`config.mk`:
```
export PLATFORM = sky130hd
export DESIGN_NAME = video_timing_gen
export DESIGN_NICKNAME = d
export VERILOG_FILES = /design/src/rtl/video_timing_gen.sv
export SDC_FILE = /design/constraint.sdc
export NUM_CORES = 1
export LEC_CHECK = 0
export BUFFER_PORTS_ARGS = -buffer_cell sky130_fd_sc_hd__buf_2
export CORE_MARGIN = 3
export CORE_UTILIZATION = 55
export DETAILED_ROUTE_END_ITERATION = 12
export PLACE_DENSITY_LB_ADDON = 0.08
export SYNTH_ARGS = -nofsm -noshare
export SYNTH_HDL_FRONTEND = slang
export SYNTH_SLANG_ARGS = --single-unit
```
`constraint.sdc`:
```
create_clock -name clk_i -period 4.1 [get_ports clk_i]
set_clock_uncertainty 0.1 [all_clocks]
set_input_delay 0.82 -clock clk_i [delete_from_list [all_inputs] [get_ports clk_i]]
set_output_delay 0.82 -clock clk_i [all_outputs]
set_load 0.02 [all_outputs]
```
`src/rtl/video_timing_gen.sv`:
```
// video_timing_gen: pixel strobe, raster counters, syncs, pulses and fine-scrollable character-cell counters
module video_timing_gen #(
    parameter int HSZ       = 10,
    parameter int VSZ       = 10,
    parameter int H_ACTIVE  = 640,
    parameter int H_FP      = 16,
    parameter int H_SYNC    = 96,
    parameter int H_BP      = 48,
    parameter int V_ACTIVE  = 480,
    parameter int V_FP      = 10,
    parameter int V_SYNC    = 2,
    parameter int V_BP      = 33,
    parameter int HSYNC_POL = 0,
    parameter int VSYNC_POL = 0,
    parameter int PIX_DIV   = 4,
    parameter int CELL_W    = 8,
    parameter int CELL_H    = 12,
    parameter int FRAME_W   = 6
) (
    input  logic                        clk_i,
    input  logic                        rstn_i,
    input  logic [$clog2(CELL_W)-1:0]   i_fine_x,
    input  logic [$clog2(CELL_H)-1:0]   i_fine_y,
    output logic                        o_pix_stb,
    output logic [HSZ-1:0]              o_hcount,
    output logic [VSZ-1:0]              o_vcount,
    output logic                        o_de,
    output logic                        o_hsync,
    output logic                        o_vsync,
    output logic                        o_line_start,
    output logic                        o_frame_start,
    output logic                        o_vblank_start,
    output logic [$clog2(CELL_W)-1:0]   o_cell_col,
    output logic [$clog2(CELL_H)-1:0]   o_cell_row,
    output logic [HSZ-1:0]              o_text_col,
    output logic [VSZ-1:0]              o_text_row,
    output logic [FRAME_W-1:0]          o_frame_count
);
    localparam int CXW = $clog2(CELL_W);
    localparam int CYW = $clog2(CELL_H);
    localparam int DW  = (PIX_DIV > 1) ? $clog2(PIX_DIV) : 1;
    localparam logic [DW-1:0]  DMAX = DW'(PIX_DIV - 1);
    localparam logic [HSZ-1:0] HA   = HSZ'(H_ACTIVE);
    localparam logic [HSZ-1:0] HS0  = HSZ'(H_ACTIVE + H_FP);
    localparam logic [HSZ-1:0] HS1  = HSZ'(H_ACTIVE + H_FP + H_SYNC);
    localparam logic [HSZ-1:0] HT1  = HSZ'(H_ACTIVE + H_FP + H_SYNC + H_BP - 1);
    localparam logic [VSZ-1:0] VA   = VSZ'(V_ACTIVE);
    localparam logic [VSZ-1:0] VS0  = VSZ'(V_ACTIVE + V_FP);
    localparam logic [VSZ-1:0] VS1  = VSZ'(V_ACTIVE + V_FP + V_SYNC);
    localparam logic [VSZ-1:0] VT1  = VSZ'(V_ACTIVE + V_FP + V_SYNC + V_BP - 1);
    localparam logic [CXW-1:0] CXM  = CXW'(CELL_W - 1);
    localparam logic [CYW-1:0] CYM  = CYW'(CELL_H - 1);
    localparam logic HP = (HSYNC_POL != 0);
    localparam logic VP = (VSYNC_POL != 0);

    logic [DW-1:0]  div, div_n;
    logic           adv;
    logic [HSZ-1:0] h_n;
    logic [VSZ-1:0] v_n;
    logic           line_n, frame_n, vbl_n, row_reload, row_step, col_wrap, row_wrap;
    logic [CXW-1:0] fx_lat, fx_eff, cell_col_n;
    logic [CYW-1:0] fy_lat, fy_eff, cell_row_n;
    logic [HSZ-1:0] text_col_n;
    logic [VSZ-1:0] text_row_n;

    // next raster position and next cell-counter values, applied only on advance edges
    always_comb begin
        adv        = (div == DMAX);
        div_n      = adv ? '0 : div + 1'b1;
        h_n        = (o_hcount == HT1) ? '0 : o_hcount + 1'b1;
        v_n        = (o_hcount != HT1) ? o_vcount : (o_vcount == VT1) ? '0 : o_vcount + 1'b1;
        line_n     = (h_n == '0);
        frame_n    = line_n && (v_n == '0);
        vbl_n      = line_n && (v_n == VA);
        fx_eff     = frame_n ? ((i_fine_x > CXM) ? '0 : i_fine_x) : fx_lat;
        fy_eff     = frame_n ? ((i_fine_y > CYM) ? '0 : i_fine_y) : fy_lat;
        col_wrap   = (o_cell_col == CXM);
        cell_col_n = line_n ? fx_eff : (h_n < HA) ? (col_wrap ? '0 : o_cell_col + 1'b1) : o_cell_col;
        text_col_n = line_n ? '0 : (h_n < HA && col_wrap) ? o_text_col + 1'b1 : o_text_col;
        row_wrap   = (o_cell_row == CYM);
        row_reload = line_n && (v_n == '0);
        row_step   = line_n && (v_n != '0) && (v_n < VA);
        cell_row_n = row_reload ? fy_eff : row_step ? (row_wrap ? '0 : o_cell_row + 1'b1) : o_cell_row;
        text_row_n = row_reload ? '0 : (row_step && row_wrap) ? o_text_row + 1'b1 : o_text_row;
    end

    // pixel divider and one-cycle strobe/pulses qualified by the advance edge
    always_ff @(posedge clk_i) begin
        if (!rstn_i) begin
            div            <= '0;
            o_pix_stb      <= 1'b0;
            o_line_start   <= 1'b0;
            o_frame_start  <= 1'b0;
            o_vblank_start <= 1'b0;
        end else begin
            div            <= div_n;
            o_pix_stb      <= adv;
            o_line_start   <= adv && line_n;
            o_frame_start  <= adv && frame_n;
            o_vblank_start <= adv && vbl_n;
        end
    end

    // raster counters, display enable and syncs
    always_ff @(posedge clk_i) begin
        if (!rstn_i) begin
            o_hcount <= HT1;
            o_vcount <= VT1;
            o_de     <= 1'b0;
            o_hsync  <= ~HP;
            o_vsync  <= ~VP;
        end else if (adv) begin
            o_hcount <= h_n;
            o_vcount <= v_n;
            o_de     <= (h_n < HA) && (v_n < VA);
            o_hsync  <= (h_n >= HS0 && h_n < HS1) ? HP : ~HP;
            o_vsync  <= (v_n >= VS0 && v_n < VS1) ? VP : ~VP;
        end
    end

    // fine-scroll latch, character-cell counters and completed-frame counter
    always_ff @(posedge clk_i) begin
        if (!rstn_i) begin
            fx_lat        <= '0;
            fy_lat        <= '0;
            o_cell_col    <= '0;
            o_cell_row    <= '0;
            o_text_col    <= '0;
            o_text_row    <= '0;
            o_frame_count <= '0;
        end else if (adv) begin
            fx_lat        <= fx_eff;
            fy_lat        <= fy_eff;
            o_cell_col    <= cell_col_n;
            o_cell_row    <= cell_row_n;
            o_text_col    <= text_col_n;
            o_text_row    <= text_row_n;
            o_frame_count <= vbl_n ? o_frame_count + 1'b1 : o_frame_count;
        end
    end
endmodule

```
---- Word level (Yosys, flattened, before mapping) ----
Cells that the tools add are included.
word-level totals
  bits in registers ....................... 69
  input bits .............................. 9
  output and inout bits ................... 60
cells by class
  add/sub/neg operators ................... 8
  $lt $le $gt $ge ......................... 8
  equality and inequality tests ........... 7
  mux-type cells .......................... 19
  bitwise gates (word level) .............. 1
  reductions and logical operators ........ 25
operators with widths
  operator               number
  $mux 10                7
  $add 10x1->10 const B  4
  $eq 10x10->1 const B   2
  $logic_not 10->1       2
  $lt 10x10->1 const B   2
  $lt 10x9->1 const B    2
  $mux 4                 5
  $mux 3                 5
  $logic_and 1x1->1      12
  $eq 10x9->1 const B    1
  $ge 10x10->1 const B   1
  $ge 10x9->1 const B    1
  $ne 10x10->1 const B   1
  $reduce_and 2->1       5
  $reduce_bool 10->1     1
  $reduce_bool 2->1      4
  $add 6x1->6 const B    1
  $add 4x1->4 const B    1
  $eq 4x4->1 const B     1
  $gt 4x4->1 const B     1
  $add 3x1->3 const B    1
  $eq 3x3->1 const B     1
  $gt 3x3->1 const B     1
  $add 2x1->2 const B    1
  4 further kinds        5

---- Depth between registers and ports, before layout ----
  depth in word-level cells ............... 9
  mapped depth ............................ 12
  gate-level depth less buffers ........... 9

---- Worst setup path after synthesis ----
Ideal clock, no wire load.
  kind .................................... reg-to-reg
  from .................................... register o_hcount[0]
  to ...................................... register o_cell_col[2]
  library setup time ...................... 0.116 ns
  arrival ................................. 2.829 ns
  required time ........................... 3.884 ns
  path slack .............................. 1.054 ns
  stages on the path, launching flop included .. 10
  path buffers ............................ 1
  period minus slack after synthesis ...... 3.046 ns
  cells stage by stage .................... dfxtp_1 ha_1 nand4_2 buf_6 nor4_4 a21boi_0 a2111oi_4 nand3_2 mux2_1 a41o_1
on the way
  word-level cells in the longest chain between the ends .. 6
ends and longest elaborated chain
  item                                                                   line  RTL
  start: declaration                                                     25    output logic [HSZ-1:0] o_hcount,
  start signal: assignment                                               113   o_hcount <= h_n;
  parallel branches: the longest is 6 deep, another holds $add 10x1->10  n/a
  end signal: assignment                                                 134   o_cell_col <= cell_col_n;
  end: declaration                                                       33    output logic [$clog2(CELL_W)-1:0] o_cell_col,
Several ways; the timed one is not identified.
A chain may end at the register's enable or synchronous reset.

---- Worst setup path after layout ----
  from .................................... register o_hcount[0]
  to ...................................... register o_text_row[2]
on the way
  word-level cells in the longest chain between the ends .. 8
ends and longest elaborated chain
  item                                                           line    RTL
  $add 10x1->10, or another cell as far along                    70      h_n = (o_hcount == HT1) ? '0 : o_hcount + 1'b1;
  $mux 10 (on tied branches)                                     70, 71
  $logic_not 10->1 / $reduce_bool 10->1 (equally long branches)  72, 82
  $logic_and 1x1->1 (2 in a row)                                 82      row_step = line_n && (v_n != '0) && (v_n < VA);
  $logic_and 1x1->1                                              84      text_row_n = row_reload ? '0 : (row_step && row_wrap) ? o_text_row + 1'b1 : o_text_row;
  $reduce_bool 2->1 (no line)                                    n/a
  $reduce_and 2->1 (no line)                                     n/a
  end signal: assignment                                         137     o_text_row <= text_row_n;
  end: declaration                                               36      output logic [VSZ-1:0] o_text_row,
Parallel ways exist; a longest one is shown, timed or not.

==> flow_metrics.tcl <==
set metrics [dict create \
    clock.fmax_mhz 284.4 \
    core-area_um2 6832 \
    critical_path_arrival_ps 3700 \
    ir_drop_mv 0.2413 \
    slew_violations 0 \
    avgSynthCellArea_um2 8.448 \
    synth.area.mux_share 0.02930 \
    diodes 0 \
    grt.total_usage 0.2282 \
    synth_area_um2 3886 \
    root_buffer "clkbuf_8" \
    rsz0062_at_grt "no" \
    dpl_cell_area_um2 4220 \
    synthXorXnorAreaFrac 0.03381 \
    holdWs_ps 335.1 \
    end_kind "flip-flop" \
    synth_edf_count 0 \
    design_area_um2 4423 \
    tightest_slew_ps 792.3 \
    numPortBuffers 68 \
    reg2reg_slack_ps 580 \
    worstSetupPathType "reg2reg" \
    drive_gt1_frac 0.2205 \
    io_pins 69 \
    syn-instance-count 460 \
    synthFlopType "dfxtp_1" \
    cts_made_buffers 9 \
    synth_top_area_frac 0.3348 \
    dieWidth_um 90.06 \
    reg2reg_depth 9 \
    regToRegStartpoint "o_hcount[0]$_SDFFE_PN1P_" \
    slew_headroom 0.4648 \
    grt_max_degree 33 \
    finalSetupViolations 0 \
    status "complete, no violations" \
    layout.area.seq_um2 1301 \
    ys_seq_elements 65 \
    post-route-drc-count 0 \
    synthArstFlopShare 0 \
    wire_per_inst_um 15.19 \
    yosys.area.top_type "dfxtp_1" \
    worstHoldPathCells 1 \
    dp.cells 597 \
    clk_pin_slew_ps 80 \
    antenna_found_initial 0 \
    yosys.area_share.simple 0.3046 \
    initial_utilization 0.5689 \
    grt_pass1_wl_um 15410 \
    hold_end "div[0]$_SDFF_PP0_" \
    firstDrtPassIters 7 \
    rows 30 \
    clock_path_buffers 2 \
    finalNonFillerCells 613 \
    yosys_warnings 0 \
    layout_setup_ws_ps 583.3 \
    cts_tree "yes" \
    vias 3650 \
    synth_area_leaders "dfxtp_1 (33%), nor2_1 (4.0%), nand2_1 (3.8%)" \
    p_per_area_nw_per_um2 389.3 \
    synth_compound_area_frac 0.2122 \
    power_leakage_nw 1.729 \
    yosysUniqueCellTypes 69 \
    syn_nets 480 \
    antenna_left 0 \
    area_growth_syn_to_layout_pct 13.81 \
    initialDrtViolationCount 185 \
    hold_violations 0 \
    synth-adder-area-share 0.03542 \
    r2r_end "o_text_row[2]$_SDFFE_PN0P_" \
    htreeDepth 3 \
    period_share 0.8577 \
    fin_nets 532 \
    drv_cap 0 \
    via_per_inst 5.954 \
    cts.sinks 65 \
    final.fill_count 628 \
    fp.dieArea_um2 8111 \
    critPathLaunchType "flip-flop" \
    cts_resized 0 \
    holdCritStartpoint "div[0]$_SDFF_PP0_" \
    postCtsSetupRepairBufs 0 \
    dp_worst_setup_slack_ps 649.6 \
    holdCritPathClass "reg2reg" \
    synth_top_family_by_area "simple AND/OR/NAND/NOR gates" \
    globalRoute.totalOverflow 0 \
    setup_tns_ps 0 \
    grt_pass1_vias 3198 \
    hold_buffers 0 \
    dpl.hpwl_um 6558 \
    die_y_um 90.06 \
    drt-total-wl_um 9313 \
    clkLatencyLatePin_ps 360 \
    gp_congestion 0.8703 \
    path_max_fanout 11 \
    multi_input_area_um2 2391 \
    finalCriticalPeriod_ps 3517 \
    worstPathRequired_ps 4280 \
    seq_area_frac_synth 0.3348 \
]
[report_power, final]
part	switching, mW	internal, mW
Combinational	0.307	0.178
Sequential	0.0275	0.648
Clock	0.275	0.287
[state kept, by name, indices dropped and copies added (netlist names), 2 cells and up]
register and cells:
o_text_row 10, o_text_col 10, fx_lat 3, o_cell_col 3
o_frame_count 6, o_hcount 10, o_vcount 10, o_cell_row 4
div 2
[cell type report]
type,instances,share of cell area
Multi-Input combinational cell,354,0.5406
Tap cell,96,0.02716
Sequential cell,65,0.2942
Inverter,10,0.008487
Clock inverter,7,0.01782
Timing Repair Buffer,72,0.08373
Clock buffer,9,0.02801
[worst max path at each step]
| stage | slack (ps) | to | start | cells past startpoint |
|---|---|---|---|---|
| after floorplan | 1050 | o_cell_col[2]$_SDFFE_PN0P_ | o_hcount[0]$_SDFFE_PN1P_ | 9 |
| after global placement | 790 | o_frame_count[5]$_SDFFE_PN0P_ | o_hcount[0]$_SDFFE_PN1P_ | 9 |
| after detailed placement | 650 | o_text_row[2]$_SDFFE_PN0P_ | o_hcount[0]$_SDFFE_PN1P_ | 9 |
| after CTS | 630 | o_frame_count[3]$_SDFFE_PN0P_ | o_hcount[0]$_SDFFE_PN1P_ | 9 |
| after global routing | 280 | o_text_row[2]$_SDFFE_PN0P_ | o_hcount[0]$_SDFFE_PN1P_ | 9 |
| final | 580 | o_text_row[2]$_SDFFE_PN0P_ | o_hcount[0]$_SDFFE_PN1P_ | 9 |
[cell families (layout without fill, tap and decap cells)]
| group | Yosys count | in the layout |
|---|---|---|
| AND/OR/NAND/NOR | 198 | 198 |
| buffers and inverters | 41 | 98 |
| adder cells (fa/ha/maj) | 11 | 11 |
| flip-flops | 65 | 65 |
| XOR/XNOR | 15 | 15 |
| AO/OA/AOI/OAI | 119 | 119 |
| multiplexers | 11 | 11 |
[cell usage after synthesis, drive strengths merged (7+ instances only)]
| cell type | count |
|---|---|
| clkbuf | 17 |
| o21ai | 33 |
| dfxtp | 65 |
| nand2 | 39 |
| o31ai | 11 |
| nor3 | 13 |
| o211ai | 12 |
| a21oi | 27 |
| nand4 | 14 |
| nor2b | 7 |
| inv | 10 |
| nor4 | 7 |
| ha | 11 |
| mux2i | 8 |
| buf | 14 |
| and3 | 9 |
| or3 | 14 |
| nor2 | 41 |
| nand3 | 22 |
| xor2 | 10 |
[critical path: stages (launching register included)]
cell and delay [ps]:
dfxtp_1 490, ha_1 310, nand4_2 170, buf_4 240, nor4_4 380, a21boi_0 250, nor2_1 360, o211ai_1 400
or4b_1 580, a31oi_1 160
[per-stage QoR]
step | power, mW | utilization
finish | 1.722 | 0.6474
global route | 1.805 | 0.6474
CTS | 1.725 | 0.6474
detailed placement | 1.167 | 0.6178
global placement | 1.158 | 0.6178
floorplan | 1.076 | -
[per-layer routing]
layer / part of all wire / track usage / vias up / wire [um]
met5: 0 / 0 / - / 0
met4: 0.012 / 0.1008 / 0 / 115
met3: 0.056 / 0.03347 / 11 / 520
met2: 0.46 / 0.3485 / 105 / 4310
met1: 0.47 / 0.3194 / 1725 / 4367
li1: - / - / 1809 / -
[placed cells by master, fill, tap and decap left out, types with 4 or more instances in the layout]
master,n
buf_2,68
dfxtp_1,65
nor2_1,41
nand2_1,39
o21ai_0,28
a21oi_1,27
nand3_1,20
or3_1,14
o211ai_1,12
o31ai_1,11
nor3_1,11
ha_1,11
nand4_1,10
xor2_1,10
inv_1,9
and3_1,9
clkbuf_8,9
mux2i_1,8
nor2b_1,7
and2_1,6
a31oi_1,6
nor4_4,5
xnor2_1,5
nand2b_1,5
or4_1,5
nand4_2,4
o21ai_1,4
buf_4,4
(Power assumes the default switching activity.)
